`src/rtl/tagged_pipe_reg.sv`:
```
// Elastic tagged-word pipeline: STAGES skid-buffered stages with valid/ready on both sides,
// enable-driven flush or stall, inverted data output and occupancy count.
module tagged_pipe_reg #(
  parameter  int unsigned TAG_W    = 4,
  parameter  int unsigned DATA_W   = 8,
  parameter  int unsigned STAGES   = 2,
  parameter  int unsigned CLR_MODE = 1,
  localparam int unsigned CNT_W    = $clog2(2*STAGES+1)
) (
  input  logic              i_clk,
  input  logic              i_rst_n,
  input  logic              i_en,
  input  logic              i_valid,
  output logic              o_ready,
  input  logic [TAG_W-1:0]  i_tag,
  input  logic [DATA_W-1:0] i_data,
  output logic              o_valid,
  input  logic              i_ready,
  output logic [TAG_W-1:0]  o_tag,
  output logic [DATA_W-1:0] o_data,
  output logic [DATA_W-1:0] o_data_n,
  output logic [CNT_W-1:0]  o_count
);

  localparam int unsigned W            = TAG_W + DATA_W;
  localparam bit          FLUSH_ON_DIS = (CLR_MODE != 0);

  logic [STAGES-1:0] m_vld;
  logic [STAGES-1:0] s_vld;
  logic [W-1:0]      m_word [STAGES];
  logic [W-1:0]      s_word [STAGES];

  logic [STAGES-1:0] stg_rdy;
  logic [STAGES-1:0] up_vld;
  logic [STAGES-1:0] dn_rdy;
  logic [STAGES-1:0] up_fire;
  logic [STAGES-1:0] dn_fire;
  logic [W-1:0]      up_word [STAGES];

  logic in_fire;
  logic out_fire;

  // A stage can take a word whenever its skid slot is free; this comes straight
  // from a flop, so i_ready never reaches o_ready combinationally.
  assign stg_rdy = ~s_vld;
  assign up_fire = up_vld & stg_rdy;
  assign dn_fire = m_vld & dn_rdy;

  for (genvar g = 0; g < STAGES; g++) begin : g_link
    if (g == 0) begin : g_head
      assign up_vld[g]  = i_valid;
      assign up_word[g] = {i_tag, i_data};
    end else begin : g_mid
      assign up_vld[g]  = m_vld[g-1];
      assign up_word[g] = m_word[g-1];
    end
    if (g == STAGES-1) begin : g_tail
      assign dn_rdy[g] = i_ready;
    end else begin : g_body
      assign dn_rdy[g] = stg_rdy[g+1];
    end
  end

  assign o_ready  = stg_rdy[0] & i_en;
  assign o_valid  = m_vld[STAGES-1] & i_en;
  assign {o_tag, o_data} = m_word[STAGES-1];
  assign o_data_n = ~o_data;

  assign in_fire  = i_valid & o_ready;
  assign out_fire = o_valid & i_ready;

  // Main slot refills from skid first, so a parked word always leaves ahead of a new one.
  always_ff @(posedge i_clk or negedge i_rst_n) begin
    if (!i_rst_n) begin
      for (int unsigned k = 0; k < STAGES; k++) begin
        m_vld[k]  <= 1'b0;
        s_vld[k]  <= 1'b0;
        m_word[k] <= '0;
        s_word[k] <= '0;
      end
    end else if (i_en) begin
      for (int unsigned k = 0; k < STAGES; k++) begin
        if (dn_fire[k] || !m_vld[k]) begin
          if (s_vld[k]) begin
            m_word[k] <= s_word[k];
            m_vld[k]  <= 1'b1;
            s_vld[k]  <= 1'b0;
          end else begin
            m_vld[k] <= up_fire[k];
            if (up_fire[k]) begin
              m_word[k] <= up_word[k];
            end
          end
        end else if (up_fire[k]) begin
          s_word[k] <= up_word[k];
          s_vld[k]  <= 1'b1;
        end
      end
    end else if (FLUSH_ON_DIS) begin
      for (int unsigned k = 0; k < STAGES; k++) begin
        m_vld[k]  <= 1'b0;
        s_vld[k]  <= 1'b0;
        m_word[k] <= '0;
        s_word[k] <= '0;
      end
    end
  end

  always_ff @(posedge i_clk or negedge i_rst_n) begin
    if (!i_rst_n) begin
      o_count <= '0;
    end else if (!i_en && FLUSH_ON_DIS) begin
      o_count <= '0;
    end else begin
      o_count <= o_count + CNT_W'(in_fire) - CNT_W'(out_fire);
    end
  end

endmodule

```
`config.mk`:
```
export PLATFORM = sky130hd
export DESIGN_NAME = tagged_pipe_reg
export DESIGN_NICKNAME = d
export VERILOG_FILES = /design/src/rtl/tagged_pipe_reg.sv
export SDC_FILE = /design/constraint.sdc
export NUM_CORES = 1
export LEC_CHECK = 0
export ABC_AREA = 0
export CAP_MARGIN = 0
export CORE_UTILIZATION = 58
export DETAILED_ROUTE_END_ITERATION = 10
export PLACE_DENSITY = 0.85
export SLEW_MARGIN = 20
export SYNTH_ARGS = -nofsm -noshare
export SYNTH_HDL_FRONTEND = slang
export SYNTH_SLANG_ARGS = --single-unit
export TNS_END_PERCENT = 20
```
`constraint.sdc`:
```
create_clock -name i_clk -period 5.33 [get_ports i_clk]
set_input_delay 1.599 -clock i_clk [delete_from_list [all_inputs] [get_ports i_clk]]
set_output_delay 1.599 -clock i_clk [all_outputs]
set_load 0.02 [all_outputs]
```
Word-level counts from Yosys, hierarchy flattened

Index checks and enable logic that the tools add are counted.

Add/subtract/negate cells: 2
Equal/unequal tests: 10
Mux-type cells: 21
Bitwise operators: 8
Reduce and logical (&&, ||, !) cells: 8

Operator list:

| kind               | number |
|---|---|
| $mux 12            | 8 |
| $mux 24            | 2 |
| $ne 3x1->1 const B | 4 |
| $mux 1             | 8 |
| $ne 2x1->1 const B | 4 |
| $not 8->8          | 1 |
| $reduce_and 2->1   | 4 |
| $and 1x1->1        | 4 |
| $and 2x2->2        | 2 |
| $mux 2             | 2 |
| $ne 2x2->1 const B | 2 |
| $add 3x1->3        | 1 |
| $mux 3             | 1 |
| $sub 3x1->3        | 1 |
| $logic_not 1->1    | 2 |
| $logic_or 1x1->1   | 2 |
| $not 2->2          | 1 |

Bits in registers: 55
Output and inout bits: 25

Depth between registers and ports, before layout

Depth after elaboration: 6
Gate-level depth with buffers: 10
Gate-level depth less buffers: 8

Least setup slack after synthesis

OpenSTA, ideal clock, no wires.

Path type: input to output
Start point: input port i_en
End point: output port o_ready
Arrival time: 2,338 ps
Slack: 1,393 ps
Stages on the path: 3
Path buffers: 2
Cell sequence: buf_2 -> clkbuf_1 -> nor2b_1

Cells in the longest elaborated chain, start to end: 1

RTL lines:

| element     | RTL line | RTL |
|---|---|---|
| from (decl) | 12       | `input logic i_en,` |
| $and 1x1->1 | 64       | `assign o_ready = stg_rdy[0] & i_en;` |
| to (decl)   | 14       | `output logic o_ready,` |

No other way between the ends.

Worst setup path after layout

Ends and elaborated chain as after synthesis.

==> implementation parameters <==
Parameter                              Value

Placed design
  Placer's final routability congestion estimate    0.752
  # placed instances    275
  Post-place setup slack    0.612 ns
  I/O Buffers    41
  HPWL after detailed placement    2.97 mm

Flow run
  Max-Cap Viols    0

Run status
  Outcome    finished with violations
  Failing checks    design-rule violations

Timing
  Final setup TNS    0 ns
  Ratio of final minimum period to clock period    0.888
  Maximum operating frequency    211 MHz
  Hold_ws    0.514 ns
  Number of setup violations in the final report    0
  Setup repair after global routing missed its margin    false
  Clk_skew    0.0112 ns
  Slew at the pin closest to its max-slew limit    0.785 ns
  PnR worst setup slack    0.597 ns
  Hold Violations, Final    0
  Post-route minimum period    4.73 ns
  Normalized max-slew margin    0.477
  Fin. max-slew vios    0

Layout
  Final standard cell utilization of the core    0.706
  Share of post-route cells with drive strength above 1    0.177
  Final std cells w/o fill    283
  # diodes    0
  Count of nets after finishing    250
  Area delta synth->final    14.2%

Worst setup path
  CP arrival    3.13 ns
  Data required time of the critical path    3.73 ns
  Kind of end point of the critical path    output port
  Largest fanout on the critical path    11
  Cells along the critical path    clkdlybuf4s50_1, nor2b_1, clkdlybuf4s50_1
  Largest incremental delay on the critical path    0.71 ns
  Highest-delay cell along the critical path    clkdlybuf4s50_1
  Most frequent cell on the critical path    clkdlybuf4s50_1
  WS Path Type    primary input to output port
  Crit start category    primary input

GRT
  Maximum number of pins on one net before global-route repair    56
  Overall Global Routing Usage    0.196
  Via count of the first global-routing pass    1506
  Initial antenna violation count    0
  Remaining Overflow, GRT    0
  Wire length of the first global-routing pass    7.48 mm

Die
  Starting density of the core    0.618
  Chip height    70.8 um
  Number of placed I/O pins    42
  Die width    70.8 um
  Area of the placeable core    4440 um^2
  Die ar.    5010 um^2
  Number of rows in the core area    24

Route
  First DRT Iteration DRCs    101
  Ratio of routed vias to standard cells    5.42
  Residual antenna-violating net count after detailed routing    0
  Vias after detailed routing    1534
  Number of remaining DRC errors    4
  Final routed wire length divided by cell count    15.1 um
  Wirelength, routed    4.26 mm
  First drt pass iteration count    9

Worst hold path
  Class of the worst hold path    register to register

Yosys
  Yosys synthesis warning count    0
  Register area share after synthesis    0.501
  Net count after synthesis    226
  Gate count after technology mapping    206
  Netlist area before placement    2750 um^2
  Synth unique cells    35
  Synthesized area divided by synthesized cell count    13.3 um^2
  Synthesized flop and latch total    55

Pwr
  Sequential fraction of design power    0.534
  Clock share of power    0.336
  Logic gate share of total power    0.130
  Max rail drop VDD    0.171 mV
  Sw Ratio    0.244
  Internal power component    0.000629 W
  Power spent charging and discharging nets    0.000203 W
  Power density normalized to cell area    265 nW/um^2
  Static leakage power    1.37 nW

CTS
  Root Buffer    clkbuf_8
  Setup bufs post-CTS    0
  Clock latency on the worst-skew pair    0.31 ns
  Cts bufs inserted    5
  Clock Tree Buf Depth    2
  Hold-fix buffers at CTS    0
  Clock tree from TritonCTS    built
  Clock-pin slew of the registers on the worst-case setup and hold paths    0.10 ns
  Sinks on Clock Net    55
  Cells resized by post-CTS repair    0
  Depth of the CTS H-tree    2
==> sequential cells by signal, indices dropped and copies added (netlist names) <==
| register | cells |
|---|---|
| o_count | 3 |
| m_vld | 2 |
| m_word | 12 |
| o_tag | 4 |
| s_word | 24 |
| o_data | 8 |
| s_vld | 2 |
==> path summary, 6_finish.rpt <==
path | start | end | slack (ns) | depth (start not counted)
max in group asynchronous | i_rst_n | s_word[18] | 3.50 | 2
max | i_en | o_ready | 0.60 | 3
max reg2reg | s_vld[0] | o_count[2] | 3.09 | 8
min in group asynchronous | i_rst_n | s_word[0] | 1.39 | 2
min reg2reg | s_word[3] | s_word[3] | 0.51 | 1
min | s_word[3] | s_word[3] | 0.51 | 1
==> layout by cell type (no fill, tap or decap), types with 2 or more instances in the layout <==
master / netlist / routed
nor3b_1: 2 / 2
inv_1: 12 / 12
buf_4: 14 / 2
and2_1: 3 / 3
mux2_4: 10 / 10
xnor2_1: 2 / 2
o2bb2ai_2: 10 / 10
mux2i_1: 24 / 24
clkbuf_8: 0 / 5
clkdlybuf4s50_1: 0 / 40
a22o_1: 24 / 24
o2bb2ai_1: 2 / 2
dfrtp_1: 55 / 55
nor2b_1: 14 / 14
mux2_2: 2 / 2
ha_1: 2 / 2
==> layout make-up <==
cell class	count	area, um^2
Clock inverter	3	47.5
Multi-Input combinational cell	113	1110
Clock buffer	5	68.8
Timing Repair Buffer	43	420
Inverter	12	45.0
Sequential cell	55	1380
Fill cell	313	1310
Tap cell	52	65.1
==> cells by family after synthesis <==
logic type / count (synthesis) / share of synthesized area
DFF: 55 / 0.501
muxes: 36 / 0.150
and+or+nand+nor: 31 / 0.0765
buffers and inverters: 38 / 0.0939
xor gates and xnor gates: 2 / 0.00638
adders and majority gates: 3 / 0.0164
AOI/OAI and AO/OA: 41 / 0.155
==> per-stage QoR <==
stage / total power, W / cell area, um^2
final: 0.000832 / 3140
after global routing: 0.000871 / 3140
after CTS: 0.000841 / 3140
after detailed placement: 0.000562 / 3020
after global placement: 0.000560 / 3020
after floorplan: 0.000521 / 2750
==> synth_stat cells <==
library cell  number  area share
dfrtp_1           55        0.50
nand3b_1           1      0.0027
nand3_2            1      0.0036
nor2_1             1      0.0014
mux2i_1           24       0.087
fa_1               1      0.0073
ha_1               2      0.0091
o21ai_0            1      0.0018
a21boi_0           1      0.0027
and3_1             1      0.0023
xnor2_1            2      0.0064
nor3b_1            2      0.0055
a22o_1            24       0.077
mux2_2             2      0.0082
and4bb_1           1      0.0046
nor2b_2            1      0.0032
inv_1             12       0.016
nor2b_1           14       0.032
o31a_1             1      0.0032
buf_2              2      0.0036
or2_4              1      0.0032
clkbuf_1           2      0.0027
nor2_2             1      0.0023
nand2b_1           1      0.0023
mux2_4            10       0.055
o2bb2ai_1          2      0.0064
nand2_1            1      0.0014
a21boi_4           1      0.0068
and2_4             1      0.0032
and2_1             3      0.0068
o21ai_2            1      0.0032
buf_6              8       0.033
o2bb2ai_2         10       0.055
buf_4             14       0.038
nand2_2            1      0.0023
==> routing by layer <==
layer	wire length, um	GRT usage	up-vias
met2	1910	0.299	42
li1	-	-	762
met4	66	0.0600	0
met3	155	0.0513	5
met1	2130	0.279	725
met5	0	0	-
==> critical path: cells and delay by family <==
family                 cells  cell delay (ns)
buffers and inverters      2             1.34
and+or+nand+nor            1             0.20
==> power by group through the flow <==
stage | clock network, W | registers [W] | logic, W
after floorplan | 0 | 0.000453 | 0.0000687
after global placement | 0 | 0.000452 | 0.000108
after detailed placement | 0 | 0.000453 | 0.000109
after CTS | 0.000287 | 0.000445 | 0.000110
after global routing | 0.000305 | 0.000447 | 0.000119
final | 0.000280 | 0.000445 | 0.000108
Power figures use the tool's default switching activity.
